--- config.mk ---
export PLATFORM = sky130hd
export DESIGN_NAME = unidade_operandos
export DESIGN_NICKNAME = d
export VERILOG_FILES = /design/src/rtl/unidade_operandos_pkg.sv /design/src/rtl/multiplicador_serial.sv /design/src/rtl/unidade_operandos.sv
export SDC_FILE = /design/constraint.sdc
export NUM_CORES = 1
export LEC_CHECK = 0
export ABC_AREA = 0
export ABC_CLOCK_PERIOD_IN_PS = 2000
export CAP_MARGIN = 20
export CORE_ASPECT_RATIO = 0.6
export CORE_MARGIN = 8
export CORE_UTILIZATION = 49
export CTS_CLUSTER_DIAMETER = 100
export DETAILED_ROUTE_END_ITERATION = 10
export PLACE_DENSITY_LB_ADDON = 0.25
export SYNTH_ARGS = -nofsm -noshare
export SYNTH_HDL_FRONTEND = slang
export SYNTH_SLANG_ARGS = --single-unit
--- constraint.sdc ---
create_clock -name clk -period 2 [get_ports clk]
set_input_delay 0.3 -clock clk [delete_from_list [all_inputs] [get_ports clk]]
set_output_delay 0.3 -clock clk [all_outputs]
set_load 0.005 [all_outputs]
--- src/rtl/unidade_operandos_pkg.sv ---
// Shared types and constants for the operand unit: FSM states, request targets, op encoding.
package pkg_operandos;

    localparam int unsigned LARGURA_DEF  = 8;
    localparam int unsigned LARG_END_DEF = 9;

    typedef enum logic [2:0] {
        StOcioso,
        StLer,
        StEsp,
        StMult,
        StCalc,
        StFim,
        StEspera
    } estado_e;

    localparam logic [1:0] ALVO_A = 2'd0;
    localparam logic [1:0] ALVO_B = 2'd1;
    localparam logic [1:0] ALVO_C = 2'd2;

    localparam logic OP_SOMA = 1'b0;
    localparam logic OP_SUB  = 1'b1;

endpackage

--- src/rtl/multiplicador_serial.sv ---
// Repeated-addition multiplier: start loads the count from b_i, then adds a_i once per cycle.
module multiplicador_serial
    import pkg_operandos::*;
#(
    parameter int unsigned LARGURA = LARGURA_DEF
) (
    input  logic                   clk_i,
    input  logic                   rst_i,
    input  logic                   start_i,
    input  logic [LARGURA-1:0]     a_i,
    input  logic [LARGURA-1:0]     b_i,
    output logic                   pronto_o,
    output logic [2*LARGURA-1:0]   produto_o
);

    logic [2*LARGURA-1:0] acc_q, acc_d;
    logic [LARGURA-1:0]   cnt_q, cnt_d;

    always_comb begin
        acc_d = acc_q;
        cnt_d = cnt_q;
        if (start_i) begin
            acc_d = '0;
            cnt_d = b_i;
        end else if (cnt_q != '0) begin
            acc_d = acc_q + {{LARGURA{1'b0}}, a_i};
            cnt_d = cnt_q - LARGURA'(1);
        end
    end

    always_ff @(posedge clk_i or posedge rst_i) begin
        if (rst_i) begin
            acc_q <= '0;
            cnt_q <= '0;
        end else begin
            acc_q <= acc_d;
            cnt_q <= cnt_d;
        end
    end

    assign pronto_o  = (cnt_q == '0);
    assign produto_o = acc_q;

endmodule

--- src/rtl/unidade_operandos.sv ---
// Operand unit: answers EnA/EnB/EnC from the controller, fetches A/B from the ROM and computes C.
module unidade_operandos
    import pkg_operandos::*;
#(
    parameter int unsigned LARGURA  = LARGURA_DEF,
    parameter int unsigned LARG_END = LARG_END_DEF
) (
    input  logic                  clk,
    input  logic                  rst,
    input  logic                  EnA,
    input  logic                  EnB,
    input  logic                  EnC,
    input  logic [LARG_END-1:0]   Endereco,
    input  logic                  Op,
    input  logic                  SELM,
    output logic [LARG_END-1:0]   rom_end,
    output logic                  rom_le,
    input  logic [LARGURA-1:0]    rom_dado,
    output logic                  FimA,
    output logic                  FimB,
    output logic                  FimC,
    output logic [LARGURA-1:0]    B,
    output logic [2*LARGURA-1:0]  C
);

    estado_e               estado_q, estado_d;
    logic [1:0]            alvo_q, alvo_d;
    logic [LARG_END-1:0]   rom_end_q, rom_end_d;
    logic                  rom_le_q, rom_le_d;
    logic                  fim_a_q, fim_a_d, fim_b_q, fim_b_d, fim_c_q, fim_c_d;
    logic [LARGURA-1:0]    a_q, a_d, b_q, b_d;
    logic [2*LARGURA-1:0]  c_q, c_d;
    logic                  mult_start, mult_pronto;
    logic [2*LARGURA-1:0]  produto, soma, dif;
    logic                  en_alvo;

    multiplicador_serial #(
        .LARGURA (LARGURA)
    ) u_mult (
        .clk_i     (clk),
        .rst_i     (rst),
        .start_i   (mult_start),
        .a_i       (a_q),
        .b_i       (rom_dado),
        .pronto_o  (mult_pronto),
        .produto_o (produto)
    );

    // Full-width difference so A-B is exact over the whole operand range.
    assign soma = {{LARGURA{1'b0}}, a_q} + {{LARGURA{1'b0}}, b_q};
    assign dif  = {{LARGURA{1'b0}}, a_q} - {{LARGURA{1'b0}}, b_q};

    always_comb begin
        case (alvo_q)
            ALVO_A:  en_alvo = EnA;
            ALVO_B:  en_alvo = EnB;
            default: en_alvo = EnC;
        endcase
    end

    always_comb begin
        estado_d   = estado_q;
        alvo_d     = alvo_q;
        rom_end_d  = rom_end_q;
        rom_le_d   = 1'b0;
        fim_a_d    = 1'b0;
        fim_b_d    = 1'b0;
        fim_c_d    = 1'b0;
        a_d        = a_q;
        b_d        = b_q;
        c_d        = c_q;
        mult_start = 1'b0;
        case (estado_q)
            StOcioso: begin
                if (EnA || EnB) begin
                    alvo_d    = EnA ? ALVO_A : ALVO_B;
                    rom_end_d = Endereco;
                    rom_le_d  = 1'b1;
                    estado_d  = StLer;
                end else if (EnC) begin
                    alvo_d   = ALVO_C;
                    estado_d = StCalc;
                end
            end
            StLer: estado_d = StEsp;
            StEsp: begin
                estado_d = StEspera;
                if (alvo_q == ALVO_A) begin
                    a_d     = rom_dado;
                    fim_a_d = 1'b1;
                end else begin
                    b_d     = rom_dado;
                    fim_b_d = 1'b1;
                    if (SELM && rom_dado != '0) begin
                        mult_start = 1'b1;
                        estado_d   = StMult;
                    end
                end
            end
            StMult: begin
                if (mult_pronto) begin
                    estado_d = StEspera;
                end
            end
            StCalc: begin
                if (SELM) begin
                    c_d = (b_q == '0) ? '0 : produto;
                end else if (Op == OP_SUB) begin
                    c_d = dif;
                end else begin
                    c_d = soma;
                end
                estado_d = StFim;
            end
            StFim: begin
                fim_c_d  = 1'b1;
                estado_d = StEspera;
            end
            StEspera: begin
                // Hold until the originating enable drops, so one request yields one pulse.
                if (!en_alvo) begin
                    estado_d = StOcioso;
                end
            end
            default: estado_d = StOcioso;
        endcase
    end

    always_ff @(posedge clk or posedge rst) begin
        if (rst) begin
            estado_q  <= StOcioso;
            alvo_q    <= ALVO_A;
            rom_end_q <= '0;
            rom_le_q  <= 1'b0;
            fim_a_q   <= 1'b0;
            fim_b_q   <= 1'b0;
            fim_c_q   <= 1'b0;
            a_q       <= '0;
            b_q       <= '0;
            c_q       <= '0;
        end else begin
            estado_q  <= estado_d;
            alvo_q    <= alvo_d;
            rom_end_q <= rom_end_d;
            rom_le_q  <= rom_le_d;
            fim_a_q   <= fim_a_d;
            fim_b_q   <= fim_b_d;
            fim_c_q   <= fim_c_d;
            a_q       <= a_d;
            b_q       <= b_d;
            c_q       <= c_d;
        end
    end

    assign rom_end = rom_end_q;
    assign rom_le  = rom_le_q;
    assign FimA    = fim_a_q;
    assign FimB    = fim_b_q;
    assign FimC    = fim_c_q;
    assign B       = b_q;
    assign C       = c_q;

endmodule
==> run_results.csv <==
group,metric,value,unit
yosys,syn-cell-area,0.004222,mm^2
pwr,internal-power,7.391,mW
yosys,synth_area_per_cell,9.508,um^2
yosys,synthArstFlopShare,1.000,
floorplanning,floorplan.initialDensity,0.5010,
route,first_iter_violations,338,
worst_setup_path,worstSetupStartpointType,"flip-flop",
placed_design,place.gp.congestion,0.9137,
hold_path,timing.hold.worst.class,"primary input to async pin",
clock_network,ctsHtreeMaxLevel,3,
pwr,p_leak,2.714,nW
yosys,yosysWarningCount,0,
finish,areaGrowthSynthToFinish,44.52,%
grt,globalRoute.totalOverflow,0,
yosys,ys.flop_type,"dfrtp_1",
clock_network,cts_tree,"yes",
sta,fmax,477.9,MHz
floorplanning,floorplan.io_pins,61,
worst_setup_path,cp_max_fo,7,
worst_setup_path,arrival,2300,ps
pwr,power.switching,5.059,mW
sta,timing.final.crit_period,2093,ps
route,number_of_iterations_in_the_first_detailed_routing_pass,5,
route,drcViolationCount,0,
sta,final.setup.tns,-934.7,ps
pwr,p_seq_frac,0.229,
sta,rsz_0062_raised_after_global_routing,"yes",
clock_network,cts_hold_buffers,0,
pwr,power.share.combinational,0.641,
finish,final_cell_mix,"82 x buf_4, 71 x dfrtp_1, 60 x clkdlybuf4s50_1",
clock_network,worst_skew_pair.late_latency,340,ps
sta,worst-slew-pin-transition,361.8,ps
route,vias_after_detailed_routing,3849,
yosys,syn-num-nets,497,
yosys,synth.lib_cells_used.distinct,49,
route,antenna_left,0,
clock_network,tritoncts_num_sinks,74,
clock_network,worst_setup_hold_path_clk_slew,60,ps
clock_network,root_buffer,"clkbuf_16",
sta,final.setup_skew,6.051,ps
route,wirelength,12650,um
status,failing_checks,"setup timing",
yosys,postSynthRegisterBits,74,
sta,setup_violations_final,16,
finish,antenna_cells,0,
sta,period_share,1.046,
grt,grt_pass1_wl,19690,um
worst_setup_path,timing.setup.critical_path_class,"flip-flop to flip-flop",
grt,grt_util_all_layers,0.2144,
worst_setup_path,timing.critical_path.to_type,"flip-flop",
route,detail_route.vias_per_cell,5.506,
floorplanning,die_x,135.8,um
floorplanning,core_area,0.008426,mm^2
pwr,power.switching_fraction,0.4064,
pwr,cellPowerDensity,2041,mW/mm^2
yosys,synthCells,444,
status,outcome,"complete, but fails checks",
floorplanning,die_h,87.90,um
finish,final_layout_fill_cell_count,605,
sta,timing.hold.ws,272.5,ps
finish,layout.cells.most_common,"buf_4",
finish,nets,635,
pwr,vdd.ir_drop.worst,0.8682,mV
clock_network,cts_buffer_count,9,
sta,postLayoutSetupSlackWorst,-92.54,ps
route,avgRoutedWirePerCell,18.10,um
sta,slew_violations,0,
finish,drive_gt1_frac,0.2794,
pwr,power.clock.fraction,0.131,
floorplanning,area_of_the_die,0.01194,mm^2
clock_network,cts.path.max_buffers,2,
worst_setup_path,crit_required,2210,ps
placed_design,port_buffer_count,60,
grt,antenna_violations_before_repair,0,
job,max_cap_violations,0,
yosys,count_of_flip_flops_with_a_built_in_enable_after_synthesis,0,
sta,maxSlewHeadroom,0.7526,
placed_design,hpwl,9207,um
grt,grt_max_degree,48,
yosys,ys_seq_area_frac,0.4386,
floorplanning,row_count,26,
grt,vias_in_the_first_global_route,3870,
sta,final-hold-violation-count,0,
## power groups by stage
stage | clock network (mW) | registers [mW] | logic [mW]
6_report | 1.63 | 2.85 | 7.98
3_3_place_gp | 0 | 2.77 | 6.69
5_1_grt | 1.72 | 2.93 | 8.65
4_1_cts | 1.64 | 2.80 | 7.15
3_5_place_dp | 0 | 2.81 | 6.87
2_1_floorplan | 0 | 2.78 | 3.90
## critical path, stage by stage (launching register included)
cell	delay, ps
dfrtp_2	450
ha_4	180
fa_2	340
nand2b_4	150
a211oi_2	210
nor2_1	90
a21oi_2	150
a2111o_1	290
nand3_1	110
## sequential cells by signal, summed over array words and instances (netlist names)
signal and count:
C 16, u_mult.produto_o 16, rom_end 9, B 8, a_q 8, u_mult.cnt_q 8, estado_q 3, alvo_q 2
FimA 1, FimB 1, FimC 1, rom_le 1
## cell families (layout without fill, tap and decap cells)
group,count (synthesis),count (layout),synth area share
xor gates and xnor gates,21,21,0.04357
and+or+nand+nor,155,155,0.1731
buffers and inverters,41,184,0.03794
muxes,24,24,0.06254
DFF,74,74,0.4386
adders and majority gates,29,29,0.09129
AOI/OAI and AO/OA,100,100,0.1529
## cells in the mapped netlist, types with 9 or more instances
master    instances  area, um^2
o31ai_1           9       67.56
mux2_2           18       202.7
nor2_1           36       135.1
nand3_1          21       105.1
a21oi_1          26       130.1
inv_1            21       78.83
nor2b_1           9       56.30
clkbuf_1         14       52.55
ha_1             26       325.3
nand2_1          51       191.4
o21ai_0          29       145.1
xnor2_1          13       113.9
dfrtp_1          74        1852
## per-stage QoR
stage	instances	power, mW	area, um^2	util	worst slack, ps
after detailed placement	676	9.685	5520	0.6552	-186.1
after floorplan	444	6.679	4254	-	-131.2
after global routing	699	13.29	6101	0.7241	-206.1
after global placement	676	9.460	5520	0.6552	-158.7
after CTS	694	11.60	5892	0.6993	-112.5
final	699	12.45	6101	0.7241	-92.54
## final timing paths
path	depth (start not counted)	start	slack, ps	end
hold / removal	2	rst	270	u_mult.produto_o[9]
setup / recovery	8	B[0]	-90	C[14]
min in group clk	2	C[15]	480	C[15]
hold reg to reg	2	C[15]	480	C[15]
setup reg to reg	8	B[0]	-90	C[14]
max in group asynchronous	3	rst	1180	B[1]
## repair_timing
| action | 4_1_cts | 5_1_grt |
|---|---|---|
| setup endpoints to repair | 23 | 26 |
| pin swaps | 5 | 19 |
| resized for setup | 17 | 37 |
| buffers inserted | 2 | 5 |
## per-layer routing
layer / vias up / wire [um] / global-route usage
met1: 1848 / 5648 / 0.2861
met4: 0 / 202 / 0.06112
met2: 137 / 5620 / 0.3161
li1: 1847 / - / -
met5: - / 0 / 0
met3: 17 / 1179 / 0.08305
## cell type report
| class | count | area, um^2 | area share |
|---|---|---|---|
| Clock inverter | 4 | 51.30 | 0.008409 |
| Clock buffer | 12 | 246.5 | 0.04040 |
| Sequential cell | 74 | 1856 | 0.3041 |
| Multi-Input combinational cell | 329 | 2444 | 0.4005 |
| Timing Repair Buffer | 147 | 1281 | 0.2100 |
| Inverter | 21 | 82.58 | 0.01354 |
| Tap cell | 112 | 140.1 | 0.02297 |
No activity file was read; power rests on OpenSTA's default activity.
